[config.mk]
export PLATFORM = sky130hd
export DESIGN_NAME = serial_alu_ctrl
export DESIGN_NICKNAME = d
export VERILOG_FILES = /design/src/rtl/serial_alu_ctrl.sv
export SDC_FILE = /design/constraint.sdc
export NUM_CORES = 1
export LEC_CHECK = 0
export CORE_MARGIN = 5
export CORE_UTILIZATION = 56
export CTS_BUF_LIST = sky130_fd_sc_hd__clkbuf_4
export DETAILED_ROUTE_END_ITERATION = 7
export MAX_ROUTING_LAYER = met4
export PLACE_DENSITY = 0.87
export SLEW_MARGIN = 10
export SYNTH_ARGS = -nofsm -noshare
export SYNTH_HDL_FRONTEND = slang
export SYNTH_SLANG_ARGS = --single-unit
[constraint.sdc]
create_clock -name clk -period 5 [get_ports clk]
set_input_delay 1 -clock clk [delete_from_list [all_inputs] [get_ports clk]]
set_output_delay 1 -clock clk [all_outputs]
set_load 0.01 [all_outputs]
[src/rtl/serial_alu_ctrl.sv]
// Bit-serial ALU sequencer: drives one external 1-bit ALU slice LSB first,
// holds the inter-bit carry in a flop, then derives flags and the SLT result.
`ifndef ADD_
`define ADD_  3'd0
`define SUB_  3'd1
`define XOR_  3'd2
`define SLT_  3'd3
`define AND_  3'd4
`define NAND_ 3'd5
`define NOR_  3'd6
`define OR_   3'd7
`endif

module serial_alu_ctrl #(
    parameter int WIDTH = 32,
    parameter int IDXW  = $clog2(WIDTH)
) (
    input  logic             clk,
    input  logic             reset,
    input  logic             start,
    input  logic [2:0]       ctrl_in,
    input  logic [WIDTH-1:0] a_in,
    input  logic [WIDTH-1:0] b_in,
    output logic             ready,
    output logic             done,
    output logic [WIDTH-1:0] result,
    output logic             carryout,
    output logic             overflow,
    output logic             zero,
    output logic [2:0]       slice_ctrl,
    output logic             slice_a,
    output logic             slice_b,
    output logic             slice_cin,
    input  logic             slice_r,
    input  logic             slice_cout
);

    typedef enum logic [1:0] {S_IDLE, S_RUN, S_FIN, S_DONE} state_t;

    localparam logic [IDXW-1:0] LAST = IDXW'(WIDTH - 1);

    state_t           state, state_next;
    logic [IDXW-1:0]  idx;
    logic             carry;
    logic             cin_msb, cout_msb;
    logic [2:0]       op;
    logic [WIDTH-1:0] a_reg, b_reg;
    logic             lt;

    always_comb begin
        state_next = state;
        ready      = 1'b0;
        done       = 1'b0;
        slice_ctrl = op;
        slice_a    = 1'b0;
        slice_b    = 1'b0;
        slice_cin  = 1'b0;
        case (state)
            S_IDLE: begin
                ready = 1'b1;
                if (start) state_next = S_RUN;
            end
            S_RUN: begin
                slice_a   = a_reg[idx];
                slice_b   = b_reg[idx];
                slice_cin = carry;
                // SLT is a subtract on the slice; the sign test happens in FIN
                if (op == `SLT_) slice_ctrl = `SUB_;
                if (idx == LAST) state_next = S_FIN;
            end
            S_FIN:   state_next = S_DONE;
            S_DONE: begin
                done       = 1'b1;
                state_next = S_IDLE;
            end
            default: state_next = S_IDLE;
        endcase
    end

    assign lt   = result[WIDTH-1] ^ (cin_msb ^ cout_msb);
    assign zero = (result == '0);

    always_ff @(posedge clk) begin
        if (reset) begin
            state    <= S_IDLE;
            idx      <= '0;
            carry    <= 1'b0;
            cin_msb  <= 1'b0;
            cout_msb <= 1'b0;
            op       <= '0;
            a_reg    <= '0;
            b_reg    <= '0;
            result   <= '0;
            carryout <= 1'b0;
            overflow <= 1'b0;
        end else begin
            state <= state_next;
            case (state)
                S_IDLE: begin
                    if (start) begin
                        a_reg    <= a_in;
                        b_reg    <= b_in;
                        op       <= ctrl_in;
                        idx      <= '0;
                        carry    <= (ctrl_in == `SUB_) || (ctrl_in == `SLT_);
                        result   <= '0;
                        carryout <= 1'b0;
                        overflow <= 1'b0;
                    end
                end
                S_RUN: begin
                    result[idx] <= slice_r;
                    carry       <= slice_cout;
                    idx         <= idx + 1'b1;
                    if (idx == LAST) begin
                        cin_msb  <= carry;
                        cout_msb <= slice_cout;
                    end
                end
                S_FIN: begin
                    case (op)
                        `ADD_, `SUB_: begin
                            carryout <= cout_msb;
                            overflow <= cin_msb ^ cout_msb;
                        end
                        `SLT_:   result <= {{(WIDTH-1){1'b0}}, lt};
                        default: ;
                    endcase
                end
                default: ;
            endcase
        end
    end

endmodule

==> results_dict.tcl <==
set metrics [dict create \
    final_hold_viol_count 0 \
    synth_top_area_share 0.432 \
    startpoint_type "register" \
    synth_common_cells "155 x nand2_1, 113 x a21oi_1, 111 x dfxtp_1" \
    grt.total_usage 0.245 \
    die_area_um2 11200 \
    dpl_worst_slack_ns 1.28 \
    dp_cells 805 \
    grt_max_degree 116 \
    synth_seq_area_share 0.432 \
    cellLeakagePower_nw 2.28 \
    fin_setup_tns_ns 0 \
    use_met2 0.403 \
    drtPass1Iterations 5 \
    end_kind "primary output" \
    crit_type "reg2out" \
    finalNonFillerCells 820 \
    clk_pin_slew_ns 0.18 \
    io_buffers 114 \
    crit_fanout 19 \
    viasPerCell 5.80 \
    grt_pass1_wl_um 22200 \
    cts_tree "done" \
    busiest_layer "met2" \
    post-route-util 0.698 \
    synth_edf_count 0 \
    post_cts_buffers 0 \
    ant_nets 0 \
    synth_nets 713 \
    antenna_cells 0 \
    grtUsageMet1 0.317 \
    hold_path_class "reg2reg" \
    placement.cell_area_um2 6230 \
    wirelength_um 13300 \
    holdBufCountCts 0 \
    syn_to_final_growth_pct 23.6 \
    yosysTopAreaCell "dfxtp_1" \
    cts_sinks 111 \
    hpwlAfterDp_um 9460 \
    io_pins 115 \
    dieHeight_um 106 \
    die-width_um 106 \
    syn_avg_cell_area_um2 8.16 \
    clockBufferDepth 2 \
    vias 4760 \
    synth_cell_types 45 \
    antenna_found_initial 0 \
    nFillCells 718 \
    vdd_ir_drop_max_mv 0.212 \
    h-tree-depth 3 \
    tightest_slew_ns 1.14 \
    routabilityCongestion 0.855 \
    drc 0 \
    cts_buffers 9 \
    grt.overflow.total 0 \
    synth_most_common_cell "nand2_1" \
    cp.required_ns 4.00 \
    finClkSkew_ns 0.0236 \
    fin_nets 788 \
    finalSetupViolCount 0 \
    powerDensity_nw_per_um2 385 \
    syn_area_um2 5140 \
    async_flop_share 0 \
    slew_headroom 0.234 \
    routedWlPerCell_um 16.2 \
    row_count 35 \
    crit_arrival_ns 3.23 \
    cts.repair.resized 0 \
    yosysWarnings 0 \
    cap_violations 0 \
    fin_area_um2 6360 \
    synth_seq_cells 111 \
    fmax_mhz 237 \
    run_status "finished clean" \
    period_needed_ns 4.23 \
    rsz0062_at_grt "no" \
    drtIter0Drc 294 \
    grt_util_met3 0.0294 \
    start_util 0.565 \
    clk_latency_ns 0.48 \
    grt_pass1_vias 4672 \
    coreArea_um2 9110 \
    clock-root-buffer "clkbuf_4" \
    synth_ff_type "dfxtp_1" \
    syn_inst 630 \
    period_share 0.845 \
    fin_ws_ns 0.775 \
    synthTopCellsByArea "dfxtp_1 43%, nand2_1 11%, a21oi_1 11%" \
    drive_above_1_share 0.0649 \
    final-max-slew-violation-count 0 \
]
layout by cell type (no fill, tap or decap), drive strengths merged, types with 4 or more instances in the layout:
cell / instances
nand2: 156
nand3: 14
nor2b: 8
a22oi: 4
and2: 8
a32oi: 4
ha: 11
mux4: 16
nor3: 4
nor2: 14
a31oi: 5
dfxtp: 111
nand4: 5
a21oi: 113
nand2b: 5
inv: 10
clkbuf: 9
clkinv: 5
clkdlybuf4s50: 113
o21ai: 38
buf: 6
nor4: 8
o22ai: 17
power by group:
group	leakage, nW	internal, mW	switching, mW
clock network	0.0695	0.109	0.310
logic	1.31	0.367	0.552
registers	0.905	1.01	0.106
total	2.28	1.48	0.968
per-layer routing:
metal | wire, um | part of all wire
met4 | 193 | 0.015
met5 | 0 | 0
met3 | 874 | 0.066
met1 | 5790 | 0.44
met2 | 6450 | 0.48
final timing paths:
kind	start	endpoint	slack, ns	cells after the start
worst max-delay path	idx[0]	slice_a	0.77	5
worst min-delay path	carryout	carryout	0.46	2
worst max register to register	idx[0]	state[1]	2.26	6
worst min register to register	carryout	carryout	0.46	2
worst max-delay path, stage by stage, from the launching register on:
cell and delay, ns:
dfxtp_1 1.07, mux4_2 0.61, mux2_2 0.28, a21oi_1 0.14
a31oi_1 0.13, clkdlybuf4s50_1 0.51
cell type report:
class | count | area [um2] | share of cell area
clock inverters | 6 | 56.3 | 0.00886
multi-input cells | 455 | 2660 | 0.419
repair buffers | 119 | 1180 | 0.185
flip-flops and latches | 111 | 2220 | 0.350
clock buffers | 9 | 67.6 | 0.0106
inverters | 9 | 33.8 | 0.00531
well taps | 111 | 139 | 0.0219
kinds of logic (layout without fill, tap and decap cells):
logic type	Yosys count	in the layout	share of synthesized area
AOI/OAI and AO/OA	194	194	0.212
DFF	111	111	0.432
xor gates and xnor gates	2	2	0.00341
adders and majority gates	11	11	0.0268
buffers and inverters	64	143	0.0511
and+or+nand+nor	228	228	0.196
muxes	20	20	0.0781
stage by stage:
stage	power [mW]	hold WS, ns
after global placement	2.01	0.442
after CTS	2.45	0.467
after detailed placement	2.05	0.448
after global routing	2.61	0.495
final	2.45	0.463
after floorplan	1.80	0.433
Note: power is estimated with default switching activity, not from simulation.
